<file path="src/rtl/split_register_sequencer_pkg.sv">
// split_register_sequencer_pkg: op codes shared by the split register and its sequencer
package split_register_sequencer_pkg;
  typedef enum logic [1:0] {
    REG_OP_NONE  = 2'd0,
    REG_OP_READ  = 2'd1,
    REG_OP_WRITE = 2'd2
  } reg_op_t;
endpackage

</file>
<file path="src/rtl/split_register_sequencer.sv">
// split_register_sequencer: turns single commands into op/b-bus strobe sequences for a split register
module split_register_sequencer
  import split_register_sequencer_pkg::*;
#(
  parameter int HALF_WIDTH = 4
) (
  input  logic                    clk,
  input  logic                    rst_n,
  input  logic                    cmd_valid,
  output logic                    cmd_ready,
  input  logic [2:0]              cmd,
  output logic                    done,
  output logic                    carry,
  output logic                    busy,
  input  logic [2*HALF_WIDTH-1:0] reg_value,
  output reg_op_t                 op_low,
  output reg_op_t                 op_high,
  output logic                    bus_b_low,
  output logic                    bus_b_high,
  output logic [HALF_WIDTH-1:0]   bus_b_out
);
  localparam logic [1:0] S_IDLE = 2'd0, S_STEP0 = 2'd1, S_STEP1 = 2'd2;
  localparam logic [HALF_WIDTH-1:0] ONE = HALF_WIDTH'(1);
  logic [1:0]            r_state;
  logic [HALF_WIDTH-1:0] r_temp;
  logic                  r_two, r_swap, r_dec;
  logic [HALF_WIDTH-1:0] w_lo, w_hi;
  logic                  w_dec, w_c0, w_hi_wrap;
  assign w_lo      = reg_value[HALF_WIDTH-1:0];
  assign w_hi      = reg_value[2*HALF_WIDTH-1:HALF_WIDTH];
  assign w_dec     = cmd == 3'd6;
  assign w_c0      = w_dec ? (w_lo == '0) : (&w_lo);
  assign w_hi_wrap = w_dec ? (w_hi == '0) : (&w_hi);
  assign cmd_ready = r_state == S_IDLE;
  assign busy      = !cmd_ready;
  // STEP1 reads the untouched high half straight from reg_value, so no copy is kept
  always_ff @(posedge clk or negedge rst_n) begin
    if (!rst_n) begin
      r_state    <= S_IDLE;
      r_temp     <= '0;
      r_two      <= 1'b0;
      r_swap     <= 1'b0;
      r_dec      <= 1'b0;
      done       <= 1'b0;
      carry      <= 1'b0;
      op_low     <= REG_OP_NONE;
      op_high    <= REG_OP_NONE;
      bus_b_low  <= 1'b0;
      bus_b_high <= 1'b0;
      bus_b_out  <= '0;
    end else begin
      done       <= 1'b0;
      op_low     <= REG_OP_NONE;
      op_high    <= REG_OP_NONE;
      bus_b_low  <= 1'b0;
      bus_b_high <= 1'b0;
      if (cmd_ready && cmd_valid) begin
        r_state <= S_STEP0;
        r_swap  <= cmd == 3'd4;
        r_dec   <= w_dec;
        r_two   <= (cmd == 3'd4) || ((cmd == 3'd5 || cmd == 3'd6) && w_c0);
        case (cmd)
          3'd1: begin op_low <= REG_OP_READ; op_high <= REG_OP_READ; end
          3'd2: begin op_low <= REG_OP_WRITE; op_high <= REG_OP_WRITE; end
          3'd3: begin bus_b_low <= 1'b1; bus_b_high <= 1'b1; bus_b_out <= '0; end
          3'd4: begin r_temp <= w_lo; bus_b_low <= 1'b1; bus_b_out <= w_hi; end
          3'd5, 3'd6: begin
            bus_b_low <= 1'b1;
            bus_b_out <= w_dec ? w_lo - ONE : w_lo + ONE;
            carry     <= w_c0 && w_hi_wrap;
          end
          default: ;
        endcase
      end else if (r_state == S_STEP0 && r_two) begin
        r_state    <= S_STEP1;
        bus_b_high <= 1'b1;
        bus_b_out  <= r_swap ? r_temp : r_dec ? w_hi - ONE : w_hi + ONE;
      end else if (!cmd_ready) begin
        r_state <= S_IDLE;
        done    <= 1'b1;
      end
    end
  end
endmodule

</file>
<file path="config.mk">
export PLATFORM = sky130hd
export DESIGN_NAME = split_register_sequencer
export DESIGN_NICKNAME = d
export VERILOG_FILES = /design/src/rtl/split_register_sequencer_pkg.sv /design/src/rtl/split_register_sequencer.sv
export SDC_FILE = /design/constraint.sdc
export NUM_CORES = 1
export LEC_CHECK = 0
export ABC_AREA = 1
export CAP_MARGIN = 20
export CORE_MARGIN = 5
export CORE_UTILIZATION = 53
export CTS_CLUSTER_DIAMETER = 150
export CTS_CLUSTER_SIZE = 24
export DETAILED_ROUTE_END_ITERATION = 10
export PLACE_DENSITY = 0.85
export SYNTH_ARGS = -nofsm -noshare
export SYNTH_HDL_FRONTEND = slang
export SYNTH_SLANG_ARGS = --single-unit
export TNS_END_PERCENT = 10
</file>
<file path="constraint.sdc">
create_clock -name clk -period 3.55 [get_ports clk]
set_input_delay 0.71 -clock clk [delete_from_list [all_inputs] [get_ports clk]]
set_output_delay 0.71 -clock clk [all_outputs]
set_load 0.005 [all_outputs]
</file>
==> load_flow_metrics.sql, run 1 <==
INSERT INTO impl_metrics (metric_group, metric, value, unit) VALUES
('pwr', 'power.density', '383', 'mW/mm2'),
('sta', 'worst_clock_skew', '0.000423', 'ns'),
('logic_synthesis', 'yosysUniqueCellTypes', '26', ''),
('hold_path', 'min_path_cells', '2', ''),
('pwr', 'seq_power_share', '47.9', '%'),
('grt', 'globalRouteTotalUtil', '18.3', '%'),
('grt', 'grt_start_max_net_pins', '20', ''),
('layout', 'finalNetCount', '202', ''),
('grt', 'antenna_violations_before_repair', '0', ''),
('drt', 'detailedRoute.firstPassIterationCount', '4', ''),
('worst_setup_path', 'critPathLaunchType', 'input port', ''),
('logic_synthesis', 'ranking_of_synthesized_cells_by_area', 'sky130_fd_sc_hd__dfrtp_1 (40%), sky130_fd_sc_hd__nand2_1 (13%), sky130_fd_sc_hd__inv_1 (6.6%)', ''),
('die', 'chipHeight', '57.4', 'um'),
('drt', 'viasPerCell', '5.22', ''),
('die', 'die_w', '57.4', 'um'),
('clock_network', 'clk_pin_slew', '0.11', 'ns'),
('logic_synthesis', 'synthesis.area_per_instance', '7.64', 'um2'),
('worst_setup_path', 'critical_path_peak_fanout', '8', ''),
('hold_path', 'min-delay-path-class', 'reg -> reg', ''),
('pwr', 'comb_power_share', '32.4', '%'),
('logic_synthesis', 'synthCells', '156', ''),
('layout', 'diode_count', '0', ''),
('logic_synthesis', 'synth_seq_area_share', '39.9', '%'),
('hold_path', 'min-delay-start', 'r_temp[0]$_DFFE_PN0P_', ''),
('clock_network', 'cts_hold_buf', '0', ''),
('layout', 'seq_area', '475', 'um2'),
('layout', 'combined_area_of_the_multi_input_logic_cells', '594', 'um2'),
('drt', 'drt-initial-drc-count', '32', ''),
('worst_setup_path', 'critPathKind', 'in -> reg', ''),
('worst_setup_path', 'worst_setup_path_end_kind', 'register', ''),
('layout', 'fillCellCount', '188', ''),
('logic_synthesis', 'synth_fp_nets', '174', ''),
('hold_path', 'min_to', 'r_temp[0]$_DFFE_PN0P_', ''),
('sta', 'setup_violations', '0', ''),
('pwr', 'power.internal', '389', 'uW'),
('pwr', 'netSwitchingPower', '183', 'uW'),
('pwr', 'sum_of_internal_switching_and_leakage_power', '572', 'uW'),
('logic_synthesis', 'synth.yosys.warnings', '0', ''),
('sta', 'maxClockFrequency', '448', 'MHz'),
('worst_setup_path', 'critical_path_required', '3.79', 'ns'),
('drt', 'num_vias', '1102', ''),
('place', 'portbufs', '27', ''),
('pwr', 'largest_vdd_supply_drop', '0.227', 'mV'),
('status', 'run_status', 'completed', ''),
('clock_network', 'cts_resized', '0', ''),
('logic_synthesis', 'synth.top_cell.area_share', '39.9', '%'),
('grt', 'grt_pass1_wl', '4730', 'um'),
('clock_network', 'clock-sinks', '19', ''),
('drt', 'drt-wirelength-per-cell', '12.9', 'um'),
('layout', 'post_route_cells_drive_above_1_share', '9.84', '%'),
('clock_network', 'cts_tree', 'yes', ''),
('grt', 'first_global_vias', '1094', ''),
('sta', 'timing.final.ws_setup', '1.32', 'ns'),
('place', 'gpl.final_weighted_congestion', '0.934', ''),
('job', 'max_cap_viols', '0', ''),
('worst_setup_path', 'worst_r2r_path_depth', '7', ''),
('place', 'post-place-ws', '1.00', 'ns'),
('die', 'floorplan.die_area', '0.00330', 'mm2'),
('drt', 'route.detailed.drc', '0', ''),
('pwr', 'power.switching_fraction', '32.0', '%'),
('die', 'rows', '17', ''),
('clock_network', 'cts_root_buffer', 'sky130_fd_sc_hd__clkbuf_4', ''),
('clock_network', 'h-tree-depth', '1', ''),
('place', 'dp.final_hpwl', '2180', 'um'),
('logic_synthesis', 'synth.ff_latch_count', '19', ''),
('sta', 'hold_viol', '0', ''),
('sta', 'worstMarginPinSlew', '0.830', 'ns'),
('clock_network', 'post_cts.repair.setup_buffers', '0', ''),
('worst_setup_path', 'critPathArrivalTime', '2.47', 'ns'),
('place', 'post_dp_cell_area', '0.00147', 'mm2'),
('grt', 'grt_overflow_total', '0', '');
through the flow:
stage               std cells  hold WS [ns]  util (%)
finish                    211         0.511      68.8
global placement          207         0.469      67.6
floorplan                 156         0.414         -
detailed placement        207         0.486      67.6
CTS                       211         0.513      68.8
global route              211         0.545      68.8
cells in the mapped netlist:
cell / number
sky130_fd_sc_hd__o21ai_2: 1
sky130_fd_sc_hd__xor2_1: 2
sky130_fd_sc_hd__nand2_4: 1
sky130_fd_sc_hd__nor3_1: 1
sky130_fd_sc_hd__buf_6: 1
sky130_fd_sc_hd__buf_4: 2
sky130_fd_sc_hd__nor2_2: 2
sky130_fd_sc_hd__nand2_1: 42
sky130_fd_sc_hd__nand4_1: 1
sky130_fd_sc_hd__buf_2: 1
sky130_fd_sc_hd__nand3_4: 1
sky130_fd_sc_hd__o22ai_2: 1
sky130_fd_sc_hd__nor4_1: 2
sky130_fd_sc_hd__a21oi_2: 2
sky130_fd_sc_hd__o21ai_0: 14
sky130_fd_sc_hd__nor2_4: 3
sky130_fd_sc_hd__inv_4: 2
sky130_fd_sc_hd__nor2_1: 12
sky130_fd_sc_hd__ha_1: 3
sky130_fd_sc_hd__dfrtp_1: 19
sky130_fd_sc_hd__inv_1: 21
sky130_fd_sc_hd__a21oi_1: 6
sky130_fd_sc_hd__fa_1: 1
sky130_fd_sc_hd__nand2_2: 2
sky130_fd_sc_hd__nand3_1: 12
sky130_fd_sc_hd__o22ai_1: 1
cells by family after synthesis:
logic type | after synthesis | share of synthesized area [%]
adder cells (fa/ha/maj) | 4 | 4.83
buffers and inverters | 27 | 10.3
XOR/XNOR | 2 | 1.47
AO/OA/AOI/OAI | 25 | 12.2
flip-flops | 19 | 39.9
AND/OR/NAND/NOR | 79 | 31.4
registers in the layout, summed over array words and instances (netlist names), 2 cells and up:
signal and flops:
bus_b_out 4, op_high 2, r_temp 4, r_state 2
cell usage in the layout, fill, tap and decap left out, types with 2 or more instances in the layout:
cell type,Yosys,routed
sky130_fd_sc_hd__nand3_1,12,12
sky130_fd_sc_hd__inv_4,2,2
sky130_fd_sc_hd__nor4_1,2,2
sky130_fd_sc_hd__ha_1,3,3
sky130_fd_sc_hd__inv_1,21,21
sky130_fd_sc_hd__xor2_1,2,2
sky130_fd_sc_hd__nand2_2,2,2
sky130_fd_sc_hd__dfrtp_1,19,19
sky130_fd_sc_hd__clkdlybuf4s50_1,0,27
sky130_fd_sc_hd__nor2_2,2,2
sky130_fd_sc_hd__nor2_4,3,3
sky130_fd_sc_hd__a21oi_2,2,2
sky130_fd_sc_hd__clkbuf_4,0,3
sky130_fd_sc_hd__nand2_1,42,42
sky130_fd_sc_hd__nor2_1,12,12
sky130_fd_sc_hd__o21ai_0,14,14
sky130_fd_sc_hd__a21oi_1,6,6
metal layers:
layer	global-route usage (%)	vias up	wire, um
met5	0	-	0
met3	1.36	5	129
met1	22.4	502	1100
met2	32.1	38	1430
li1	-	557	-
met4	8.94	0	61
critical path, stage by stage:
cell and delay, ns:
sky130_fd_sc_hd__clkdlybuf4s50_1 0.67, sky130_fd_sc_hd__nand3_4 0.17, sky130_fd_sc_hd__xor2_1 0.17, sky130_fd_sc_hd__inv_1 0.06, sky130_fd_sc_hd__ha_1 0.18, sky130_fd_sc_hd__inv_1 0.06
sky130_fd_sc_hd__o21ai_2 0.06, sky130_fd_sc_hd__nand2_1 0.06, sky130_fd_sc_hd__nand3_1 0.08, sky130_fd_sc_hd__nand2_1 0.07, sky130_fd_sc_hd__nand2_1 0.07, sky130_fd_sc_hd__a21oi_2 0.11
cell type report:
type / instances / share of cell area [%]
Multi-Input combinational cell: 110 / 39.8
Sequential cell: 19 / 31.9
Timing Repair Buffer: 27 / 18.1
Inverter: 23 / 6.12
Tap cell: 28 / 2.35
Clock buffer: 4 / 1.76
worst max path at each step:
stage	to	slack [ns]	cells after the start
finish	bus_b_out[2]$_DFFE_PN0P_	1.32	12
global route	bus_b_out[2]$_DFFE_PN0P_	1.16	13
CTS	bus_b_out[2]$_DFFE_PN0P_	1.33	12
detailed placement	bus_b_out[2]$_DFFE_PN0P_	1.00	12
global placement	bus_b_out[2]$_DFFE_PN0P_	1.10	13
floorplan	bus_b_out[2]$_DFFE_PN0P_	1.71	13
power by group through the flow:
stage	logic, mW	registers, mW	clock network (mW)
floorplan	0.0957	0.276	0
global placement	0.180	0.276	0
detailed placement	0.186	0.278	0
CTS	0.188	0.274	0.116
global route	0.209	0.278	0.127
finish	0.185	0.274	0.113
(Power assumes the default switching activity.)
==> run 2, diff against run 1 <==
--- a/config.mk
+++ b/config.mk
@@ -8,11 +8,11 @@
 export ABC_AREA = 1
 export CAP_MARGIN = 20
 export CORE_MARGIN = 5
-export CORE_UTILIZATION = 53
+export CORE_UTILIZATION = 44
 export CTS_CLUSTER_DIAMETER = 150
 export CTS_CLUSTER_SIZE = 24
 export DETAILED_ROUTE_END_ITERATION = 10
-export PLACE_DENSITY = 0.85
+export PLACE_DENSITY = 0.76
 export SYNTH_ARGS = -nofsm -noshare
 export SYNTH_HDL_FRONTEND = slang
 export SYNTH_SLANG_ARGS = --single-unit
==> constraint.sdc (replaced) <==
create_clock -name clk -period 2 [get_ports clk]
set_input_delay 0.4 -clock clk [delete_from_list [all_inputs] [get_ports clk]]
set_output_delay 0.4 -clock clk [all_outputs]
set_load 0.005 [all_outputs]
==> run 2 against run 1 <==
  * Critical path depth down 10
  * Largest cell class unchanged
  * Power up 83%
  * Sequential share of layout area down 1.6 points
==> load_flow_metrics.sql, run 2 (synthesis gave the netlist of run 1 again) <==
INSERT INTO impl_metrics (metric_group, metric, value, unit) VALUES
('status', 'run_status', 'completed', ''),
('drt', 'detailedRoute.firstPassIterationCount', '5', ''),
('place', 'dp.final_hpwl', '2200', 'um'),
('clock_network', 'h-tree-depth', '1', ''),
('pwr', 'netSwitchingPower', '342', 'uW'),
('grt', 'grt_overflow_total', '0', ''),
('sta', 'total_neg_setup_slack', '0', 'ns'),
('pwr', 'total_leakage_power', '0.783', 'nW'),
('clock_network', 'cts_root_buffer', 'sky130_fd_sc_hd__clkbuf_4', ''),
('clock_network', 'post_cts.repair.setup_buffers', '0', ''),
('job', 'max_cap_viols', '0', ''),
('worst_setup_path', 'critical_path_required', '1.60', 'ns'),
('layout', 'finish.cell_count_without_fillers', '223', ''),
('drt', 'viasPerCell', '5.09', ''),
('die', 'floorplan.die_area', '0.00385', 'mm2'),
('clock_network', 'ctsLongestPathBuffers', '2', ''),
('pwr', 'seq_power_share', '46.4', '%'),
('place', 'gpl.final_weighted_congestion', '0.879', ''),
('grt', 'grt_pass1_wl', '4670', 'um'),
('hold_path', 'min-delay-path-class', 'in -> async', ''),
('layout', 'leading_cell_type_in_the_layout_fill_and_taps_excluded', 'sky130_fd_sc_hd__nand2_1', ''),
('worst_setup_path', 'worst_setup_path_end_kind', 'primary output', ''),
('sta', 'finalCritPeriodShare', '92.4', '%'),
('pwr', 'power.switching_fraction', '32.7', '%'),
('sta', 'worstMarginPinSlew', '0.242', 'ns'),
('die', 'rows', '18', ''),
('layout', 'post_route_cells_drive_above_1_share', '14.5', '%'),
('grt', 'first_global_vias', '1054', ''),
('grt', 'globalRouteTotalUtil', '16.9', '%'),
('drt', 'drt-initial-drc-count', '46', ''),
('pwr', 'comb_power_share', '33.0', '%'),
('clock_network', 'clk_pin_slew', '0.12', 'ns'),
('clock_network', 'cts_hold_buf', '0', ''),
('sta', 'timing_max_transition_violations_final', '0', ''),
('drt', 'num_vias', '1134', ''),
('pwr', 'power.clock.fraction', '20.6', '%'),
('sta', 'holdWs', '0.401', 'ns'),
('drt', 'drt_wl_total', '2820', 'um'),
('layout', 'post-route-util', '61.7', '%'),
('layout', 'biggest_registers_after_layout', 'bus_b_out x4, r_temp x4', ''),
('drt', 'drt-wirelength-per-cell', '12.7', 'um'),
('pwr', 'power.internal', '703', 'uW'),
('grt', 'grt_start_max_net_pins', '20', ''),
('clock_network', 'cts_tree', 'yes', ''),
('die', 'core-area', '0.00254', 'mm2'),
('layout', 'flow.area_growth_from_synthesis', '31.7', '%'),
('place', 'portbufs', '27', ''),
('die', 'initial_utilization', '46.9', '%'),
('die', 'die_w', '62.1', 'um'),
('worst_setup_path', 'critical_path_peak_fanout', '4', ''),
('clock_network', 'clock-sinks', '19', ''),
('clock_network', 'cts_buffers', '3', ''),
('layout', 'finalNetCount', '212', ''),
('sta', 'worst_slew_margin_rel', '83.7', '%'),
('layout', 'diode_count', '0', ''),
('sta', 'final.min_clock_period', '1.85', 'ns'),
('layout', 'finalInstanceArea', '0.00157', 'mm2'),
('die', 'io_pins', '28', ''),
('sta', 'rsz0062_at_grt', 'false', ''),
('sta', 'setup_violations', '0', ''),
('worst_setup_path', 'critPathLaunchType', 'register', ''),
('clock_network', 'clock_latency_at_the_later_pin_of_the_worst_skew_pair', '0.32', 'ns'),
('place', 'place_inst', '219', ''),
('sta', 'maxClockFrequency', '541', 'MHz'),
('clock_network', 'cts_resized', '0', ''),
('grt', 'antenna_violations_before_repair', '0', ''),
('sta', 'hold_viol', '0', ''),
('die', 'chipHeight', '62.1', 'um'),
('sta', 'worst_clock_skew', '0.00318', 'ns'),
('worst_setup_path', 'critPathKind', 'reg -> out', ''),
('drt', 'route.detailed.drc', '0', ''),
('place', 'post_dp_cell_area', '0.00154', 'mm2'),
('pwr', 'largest_vdd_supply_drop', '0.461', 'mV'),
('pwr', 'power.density', '666', 'mW/mm2'),
('layout', 'most_frequent_cells_in_the_layout', 'sky130_fd_sc_hd__nand2_1 (42), sky130_fd_sc_hd__clkdlybuf4s50_1 (27), sky130_fd_sc_hd__inv_1 (21)', ''),
('worst_setup_path', 'critPathArrivalTime', '1.45', 'ns'),
('drt', 'ant_nets', '0', '');
==> run 2: area by class of cell <==
class	count	area, um2
flip-flops and latches	19	475
well taps	30	37.5
repair buffers	37	345
inverters	23	91.3
fillers	219	975
clock buffers	4	26.3
multi-input cells	110	594
==> run 2: power by group through the flow <==
stage / combinational (mW) / clock, mW / sequential [mW]
floorplan: 0.170 / 0 / 0.490
global placement: 0.334 / 0 / 0.490
detailed placement: 0.345 / 0 / 0.494
CTS: 0.348 / 0.209 / 0.486
global route: 0.389 / 0.223 / 0.493
finish: 0.345 / 0.215 / 0.485
==> run 2: through the flow <==
stage                     power, mW  setup WS [ns]
final                          1.05          0.151
after global routing           1.11          0.103
after CTS                      1.04          0.141
after detailed placement      0.839        -0.0101
after global placement        0.825        0.00976
after floorplan               0.660          0.474
==> run 2: final timing paths <==
| check | from | endpoint | slack (ns) | depth (start not counted) |
|---|---|---|---|---|
| setup / recovery | r_state[0]$_DFFE_PN0P_ | cmd_ready | 0.15 | 2 |
| hold / removal | rst_n | bus_b_high$_DFF_PN0_ | 0.40 | 2 |
| setup reg to reg | r_dec$_DFFE_PN0P_ | bus_b_out[3]$_DFFE_PN0P_ | 0.43 | 7 |
| hold reg to reg | r_temp[2]$_DFFE_PN0P_ | r_temp[2]$_DFFE_PN0P_ | 0.52 | 2 |
| max in group asynchronous | rst_n | r_temp[0]$_DFFE_PN0P_ | 1.39 | 2 |
| min in group clk | r_temp[2]$_DFFE_PN0P_ | r_temp[2]$_DFFE_PN0P_ | 0.52 | 2 |
==> run 2: metal layers <==
layer  vias up  part of all wire (%)  GRT usage (%)
met3         6                   6.4           2.89
met1       511                    43           21.1
met2        40                    48           27.5
li1        577                     -              -
met5         -                     0              0
met4         0                   2.2           9.39
==> run 2: worst max-delay path, stage by stage (launching register included) <==
cell and delay [ns]:
sky130_fd_sc_hd__dfrtp_1 0.42, sky130_fd_sc_hd__nor2_4 0.17, sky130_fd_sc_hd__clkdlybuf4s50_1 0.54
==> run 3, diff against run 2 <==
--- a/config.mk
+++ b/config.mk
@@ -7,6 +7,7 @@
 export LEC_CHECK = 0
 export ABC_AREA = 1
 export CAP_MARGIN = 20
+export CORE_ASPECT_RATIO = 0.6
 export CORE_MARGIN = 5
 export CORE_UTILIZATION = 44
 export CTS_CLUSTER_DIAMETER = 150
==> run 3 against run 2 <==
  * Combinational power is 1% lower
  * Sequential share of layout area is 0.14 points lower
  * Global-route usage is 0.58 points lower
  * Sequential power is 0.8% higher
  * Largest cell class unchanged
==> load_flow_metrics.sql, run 3 (synthesis gave the netlist of run 1 again) <==
INSERT INTO impl_metrics (metric_group, metric, value, unit) VALUES
('status', 'run_status', 'completed', ''),
('grt', 'globalRouteTotalUtil', '16.3', '%'),
('drt', 'num_vias', '1120', ''),
('clock_network', 'h-tree-depth', '1', ''),
('layout', 'finalNetCount', '210', ''),
('grt', 'antenna_violations_before_repair', '0', ''),
('place', 'post_dp_cell_area', '0.00153', 'mm2'),
('clock_network', 'clock-sinks', '19', ''),
('layout', 'flow.area_growth_from_synthesis', '32.3', '%'),
('die', 'die_w', '77.2', 'um'),
('place', 'gpl.final_weighted_congestion', '0.901', ''),
('layout', 'biggest_registers_after_layout', 'bus_b_out x4, r_temp x4', ''),
('sta', 'setup_violations', '0', ''),
('grt', 'first_global_vias', '1118', ''),
('worst_setup_path', 'worst_r2r_end', 'bus_b_out[3]$_DFFE_PN0P_', ''),
('pwr', 'total_leakage_power', '0.784', 'nW'),
('worst_setup_path', 'critPathArrivalTime', '1.36', 'ns'),
('grt', 'grt_pass1_wl', '5050', 'um'),
('worst_setup_path', 'worst_setup_path_end_kind', 'primary output', ''),
('drt', 'route.detailed.drc', '0', ''),
('worst_setup_path', 'reg_to_reg_start', 'r_dec$_DFFE_PN0P_', ''),
('worst_setup_path', 'critPathLaunchType', 'register', ''),
('sta', 'worst_clock_skew', '0.00304', 'ns'),
('worst_setup_path', 'worst_r2r_path_depth', '7', ''),
('clock_network', 'cts_resized', '0', ''),
('worst_setup_path', 'critPathMaxStageDelay', '0.52', 'ns'),
('die', 'chipHeight', '50.3', 'um'),
('pwr', 'power.density', '697', 'mW/mm2'),
('layout', 'finalInstanceArea', '0.00158', 'mm2'),
('worst_setup_path', 'critical_path_required', '1.60', 'ns'),
('sta', 'hold_viol', '0', ''),
('place', 'dp.final_hpwl', '2330', 'um'),
('worst_setup_path', 'worst_path_slowest_cell', 'sky130_fd_sc_hd__clkdlybuf4s50_1', ''),
('layout', 'diode_count', '0', ''),
('die', 'initial_utilization', '46.9', '%'),
('sta', 'maxClockFrequency', '568', 'MHz'),
('layout', 'post_route_cells_drive_above_1_share', '14.1', '%'),
('sta', 'worst_slew_margin_rel', '83.3', '%'),
('sta', 'finalCritPeriodShare', '88.1', '%'),
('clock_network', 'clk_pin_slew', '0.07', 'ns'),
('clock_network', 'clock_latency_at_the_later_pin_of_the_worst_skew_pair', '0.26', 'ns'),
('clock_network', 'ctsLongestPathBuffers', '2', ''),
('job', 'max_cap_viols', '0', ''),
('drt', 'drt-initial-drc-count', '75', ''),
('drt', 'drt_wl_total', '2880', 'um'),
('clock_network', 'cts_tree', 'yes', ''),
('clock_network', 'cts_buffers', '3', ''),
('worst_setup_path', 'critical_path_peak_fanout', '4', ''),
('die', 'floorplan.die_area', '0.00389', 'mm2'),
('layout', 'fillCellCount', '211', ''),
('sta', 'timing_max_transition_violations_final', '0', ''),
('sta', 'rsz0062_at_grt', 'false', ''),
('die', 'core-area', '0.00254', 'mm2'),
('pwr', 'largest_vdd_supply_drop', '0.298', 'mV'),
('place', 'portbufs', '27', ''),
('sta', 'worstMarginPinSlew', '0.250', 'ns'),
('sta', 'final.min_clock_period', '1.76', 'ns'),
('hold_path', 'min-delay-path-class', 'in -> async', ''),
('drt', 'ant_nets', '0', ''),
('worst_setup_path', 'cp_num_buf_inv', '1', ''),
('worst_setup_path', 'critical-path-top-delay-family', 'buffers and inverters', ''),
('drt', 'viasPerCell', '5.02', ''),
('grt', 'grt_start_max_net_pins', '20', ''),
('drt', 'detailedRoute.firstPassIterationCount', '4', ''),
('die', 'rows', '14', ''),
('layout', 'most_frequent_cells_in_the_layout', 'sky130_fd_sc_hd__nand2_1 (42), sky130_fd_sc_hd__clkdlybuf4s50_1 (27), sky130_fd_sc_hd__inv_1 (21)', ''),
('layout', 'leading_cell_type_in_the_layout_fill_and_taps_excluded', 'sky130_fd_sc_hd__nand2_1', ''),
('worst_setup_path', 'critPathKind', 'reg -> out', ''),
('die', 'io_pins', '28', ''),
('grt', 'grt_overflow_total', '0', ''),
('clock_network', 'post_cts.repair.setup_buffers', '0', ''),
('sta', 'total_neg_setup_slack', '0', 'ns'),
('worst_setup_path', 'register_to_register_setup_slack', '0.49', 'ns'),
('drt', 'drt-wirelength-per-cell', '12.9', 'um'),
('clock_network', 'cts_hold_buf', '0', ''),
('clock_network', 'cts_root_buffer', 'sky130_fd_sc_hd__clkbuf_8', ''),
('worst_setup_path', 'crit_chain', 'nor2_4 > clkdlybuf4s50_1', '');
run 3: changes by cell type in the layout (fill, tap and decap cells not counted), sizes merged:
cell | before | now
clkbuf | 4 | 3
clkinv | 0 | 1
buf | 10 | 8
run 3: worst register-to-register path: stages, from the launching register on:
cell and delay (ns):
sky130_fd_sc_hd__dfrtp_1 0.44, sky130_fd_sc_hd__ha_1 0.35, sky130_fd_sc_hd__a21oi_1 0.19, sky130_fd_sc_hd__nand2_1 0.06, sky130_fd_sc_hd__nand2_1 0.07, sky130_fd_sc_hd__nand3_1 0.08
sky130_fd_sc_hd__a21oi_1 0.13, sky130_fd_sc_hd__a21oi_1 0.08
run 3: report_power, final:
group          total (mW)  switching (mW)  internal [mW]
clock network       0.268           0.130          0.139
logic               0.341           0.166          0.175
registers           0.489          0.0414          0.448
run 3: final cells by class:
type | count | area (um2) | area share, %
clock buffers | 3 | 41.3 | 2.62
clock inverters | 1 | 5.00 | 0.317
inverters | 23 | 91.3 | 5.79
multi-input cells | 110 | 594 | 37.7
flip-flops and latches | 19 | 475 | 30.1
well taps | 32 | 40.0 | 2.54
repair buffers | 35 | 330 | 20.9
run 3: stage by stage:
stage | total power [mW] | std cells | setup WS [ns] | utilization [%] | hold slack [ns]
global placement | 0.827 | 219 | 0.0130 | 60.3 | 0.478
CTS | 1.11 | 223 | 0.227 | 62.1 | 0.477
global route | 1.18 | 223 | 0.0945 | 62.1 | 0.496
finish | 1.10 | 223 | 0.238 | 62.1 | 0.468
floorplan | 0.660 | 156 | 0.474 | - | 0.104
detailed placement | 0.840 | 219 | -0.0137 | 60.3 | 0.481
run 3: per-layer routing:
| layer | track usage, % | routed length, um | share of wire (%) | up-vias |
|---|---|---|---|---|
| met2 | 24.9 | 1250 | 43 | 47 |
| met1 | 21.1 | 1270 | 44 | 498 |
| met4 | 6.29 | 69 | 2.4 | 0 |
| li1 | - | - | - | 567 |
| met5 | 0 | 0 | 0 | - |
| met3 | 6.25 | 282 | 9.8 | 8 |
run 3: worst max-delay path by stage:
stage	startpoint	endpoint	slack [ns]	cells past startpoint
after floorplan	cmd[2]	bus_b_out[2]$_DFFE_PN0P_	0.47	13
after global placement	cmd[1]	bus_b_out[2]$_DFFE_PN0P_	0.01	12
after detailed placement	cmd[1]	bus_b_out[2]$_DFFE_PN0P_	-0.01	13
after CTS	r_state[0]$_DFFE_PN0P_	cmd_ready	0.23	2
after global routing	cmd[1]	bus_b_out[2]$_DFFE_PN0P_	0.09	12
final	r_state[0]$_DFFE_PN0P_	cmd_ready	0.24	2
==> RTL edit 1: new RTL, flow settings as in run 2 <==
Set the parameter `HALF_WIDTH` to 3 (it was 4).
--- a/src/rtl/split_register_sequencer.sv
+++ b/src/rtl/split_register_sequencer.sv
@@ -4,3 +4,3 @@
 #(
-  parameter int HALF_WIDTH = 4
+  parameter int HALF_WIDTH = 3
 ) (
Ports: changed (resized bus_b_out and reg_value); port bits go from 28 to 25. The function was not compared with the original's and may differ.
==> RTL edit 1 against run 2 <==
Power fell by 17%. Largest power group unchanged. Sequential share of layout area is 3.1 points higher. Routed wire length shrank 20%. Count of clock-buffer cells in the layout unchanged. Largest cell class is now flip-flops and latches. Cell area is 19% lower. Sequential cell count shrank 2. Synthesized area is 20% lower. Non-clock buffer count decreased by 7. Synthesized cell count decreased by 21%. Setup slack gained 61 ps.
==> RTL edit 1: results (changes against run 2) <==
[outcome]
status=finished, final reports clean

[power_and_ir_drop]
power_density_nw_per_um2=683  ; +2.6%
pwr-share-comb=0.298  ; -0.032
power.leakage_uw=0.000628  ; -20%
vdd_drop_max_v=0.000381  ; -17%
switching_share=0.300  ; -0.0264
pg_seq_uw=428  ; -12%

[clock_network]
clkLatencyLatePin_ps=290  ; -30 ps
cts_max_path_buffers=2  ; unchanged
clkSlewWorstSetupHoldPaths_ps=90  ; -30 ps

[placed_design]
portBuffers=24  ; -11%
postPlaceCellArea_um2=1250  ; -19%
dp_hpwl_um=1810  ; -18%
gp_congestion=0.835  ; -5.0%

[routing]
viasPerCell=4.99  ; -1.9%
met1Wirelength_um=934  ; -23%
met3_length_um=121  ; -33%
dr.first_iter.drc_count=27  ; -41%
dr.pass1.iters=4  ; -1
drt_wl_total_um=2260  ; -20%
wl_met2_um=1130  ; -18%

[grt]
grt_use_total=0.158  ; -0.0110
grt_use_met1=0.171  ; -0.0401
grt_use_met2=0.277  ; +0.00208
grt_pass1_wl_um=3930  ; -16%
grt_use_met3=0.0367  ; +0.00777
grt_max_degree=18  ; -10%
first_global_vias=931  ; -12%

[synth]
synth.net_count=137  ; -21%
yosysUniqueCellTypes=23  ; -12%
synth-xor-area-share=0  ; -0.0147
synth-compound-area-share=0.102  ; -0.0194
synth.area.top_cells=dfrtp_1, nand2_1, inv_1
yosys.area_share.adder=0.0341  ; -0.0141
ys_top_cells_by_count=nand2_1, inv_1, dfrtp_1
seq_area_frac_synth=0.446  ; +0.0475
syn_area_per_cell_um2=7.75  ; +1.4%

[setup_path]
cp-startpoint=r_state[0]
worstPathArrival_ps=1390  ; -60 ps
worstRegToRegCells=8  ; +1
reg2reg_slack_ps=650  ; +220 ps
reg2reg_to=bus_b_out[1]

[hold_path]
hp-class=input pin to asynchronous set/reset pin

[sta]
finClkSkew_ps=3.11  ; -0.0719 ps
worst_pin_slew_ps=274  ; +31.9 ps

[cells_and_area]
layout.cells.non_filler=181  ; -19%
diodes=0  ; unchanged
reg.largest.list=bus_b_out: 3 flops, r_temp: 3 flops
drive_above_1_share=0.110  ; -0.0347
fin_nets=169  ; -20%
num-fill-cells=187  ; -15%

-- RTL edit 1: cell count changes after synthesis, sizes merged, moves of 2 or more --
cell	delta
nand2	-15
nand3	-5
nor2	-4
o21ai	-4
a21oi	-2
dfrtp	-2
ha	-2
nand4	+2
xor2	-2
-- RTL edit 1: metrics by stage --
step                worst slack (ps)  utilization  hold slack (ps)
floorplan                        535            -              104
global placement                41.9        0.618              459
detailed placement              39.0        0.618              491
CTS                              200        0.631              439
global route                     133        0.631              455
finish                           212        0.631              433
-- RTL edit 1: critical path: stages (launching register included) --
cell and delay [ps]:
dfrtp_1 420, nor2_4 160, clkdlybuf4s50_1 520
-- RTL edit 1: cell type report --
class / count / area, um2 / area share
multi-input combinational: 79 / 410 / 0.322
tap: 27 / 33.8 / 0.0265
clock buffer: 4 / 26.3 / 0.0206
inverter: 24 / 95.1 / 0.0745
timing repair buffer: 30 / 285 / 0.224
sequential: 17 / 425 / 0.333
==> RTL edit 2: new RTL, config.mk and constraints of run 2 <==
Made on the original files. Make the reset (`rst_n`) synchronous in one clocked block.
--- a/src/rtl/split_register_sequencer.sv
+++ b/src/rtl/split_register_sequencer.sv
@@ -36,3 +36,3 @@
   // STEP1 reads the untouched high half straight from reg_value, so no copy is kept
-  always_ff @(posedge clk or negedge rst_n) begin
+  always_ff @(posedge clk) begin
     if (!rst_n) begin
Formal check against the unedited RTL: differs if rst_n is asserted again (counterexample within 4 cycles, from zero or initial values and one cycle with rst_n low); with rst_n held inactive, the same outputs for 10 cycles.
==> RTL edit 2 against run 2 <==
Cell area shrank 2.4%. Sequential cell count did not move. Largest power group unchanged. Critical path type is now input pin to register. Critical endpoint is now bus_b_out[1]. Synthesized area down 3.1%. Synthesized cell count is 3.2% higher. Power is 22% lower. Final cell count rose by 2.2%. Combinational power is 39% lower. Die area is 2.6% lower. Routed wire length is 3.3% higher. Setup slack better by 5.9 ps.
==> RTL edit 2: results (changes against run 2) <==
[outcome]
status=finished, final reports clean

[synth]
ys_top_cells_by_count=nand2_1, dfxtp_1, inv_1
synth_ff_type=dfxtp_1
async_flop_share=0  ; -1.00
synth.net_count=179  ; +2.9%
synthCells=161  ; +3.2%

[cells_and_area]
drive_above_1_share=0.187  ; +0.0418
layout.cells.non_filler=228  ; +2.2%

[placed_design]
gp_congestion=0.869  ; -1.2%
dp_hpwl_um=2340  ; +6.8%

[grt]
grt_use_total=0.171  ; +0.00217
grt_pass1_wl_um=4840  ; +3.5%
first_global_vias=1121  ; +6.4%
grt_max_degree=11  ; -45%

[sta]
finClkSkew_ps=2.73  ; -0.456 ps
worst_pin_slew_ps=212  ; -29.2 ps

[routing]
vias=1184  ; +4.4%
dr.pass1.iters=4  ; -1
dr.first_iter.drc_count=72  ; +57%

[hold_path]
hp-class=register to register

[setup_path]
cp-end-kind=register
reg2reg_slack_ps=400  ; -30 ps
reg2reg_to=bus_b_out[1]
slowest_stage=fa_1
worstPathArrival_ps=2050  ; +600 ps

RTL edit 2: changes by cell type after synthesis, moves of 3 or more:
cell,change
nand3_2,+5
inv_1,-3
nand2_1,-9
dfrtp_1,-19
dfxtp_1,+19
o21ai_0,-5
nor2_1,+5
o21ai_1,+3
inv_2,+4
RTL edit 2: power by group:
part | total (uW) | internal (uW) | leakage (uW) | switching, uW
sequential | 401 | 393 | 0.000155 | 8.29
combinational | 211 | 101 | 0.000532 | 110
clock | 207 | 78.0 | 0.0000150 | 129
total | 820 | 572 | 0.000702 | 248
RTL edit 2: routing by layer:
metal	global-route usage	routed length, um	vias to the layer above
met2	0.292	1430	58
met3	0.0398	236	2
li1	-	-	602
met4	0.0526	22	0
met1	0.213	1230	522
met5	0	0	-
RTL edit 2: cell families (layout without fill, tap and decap cells):
family	count (synthesis)	in the layout	share of synthesized area
XOR/XNOR	2	2	0.0152
adder cells (fa/ha/maj)	4	4	0.0498
AND/OR/NAND/NOR	77	77	0.324
flip-flops	19	19	0.329
AO/OA/AOI/OAI	30	30	0.167
buffers and inverters	29	66	0.115
RTL edit 2: stage by stage:
step | total power (uW) | instance area [um2] | setup slack, ps | utilization
floorplan | 523 | 1150 | 475 | -
global placement | 612 | 1510 | -38.3 | 0.603
detailed placement | 620 | 1510 | -144 | 0.603
CTS | 819 | 1530 | 180 | 0.613
global route | 861 | 1530 | 102 | 0.613
finish | 820 | 1530 | 157 | 0.613
RTL edit 2: layout make-up:
type	count	area, um2	share of cell area
Clock buffer	4	26.3	0.0171
Inverter	25	101	0.0661
Multi-Input combinational cell	113	642	0.419
Sequential cell	19	380	0.248
Tap cell	30	37.5	0.0245
Timing Repair Buffer	37	345	0.225
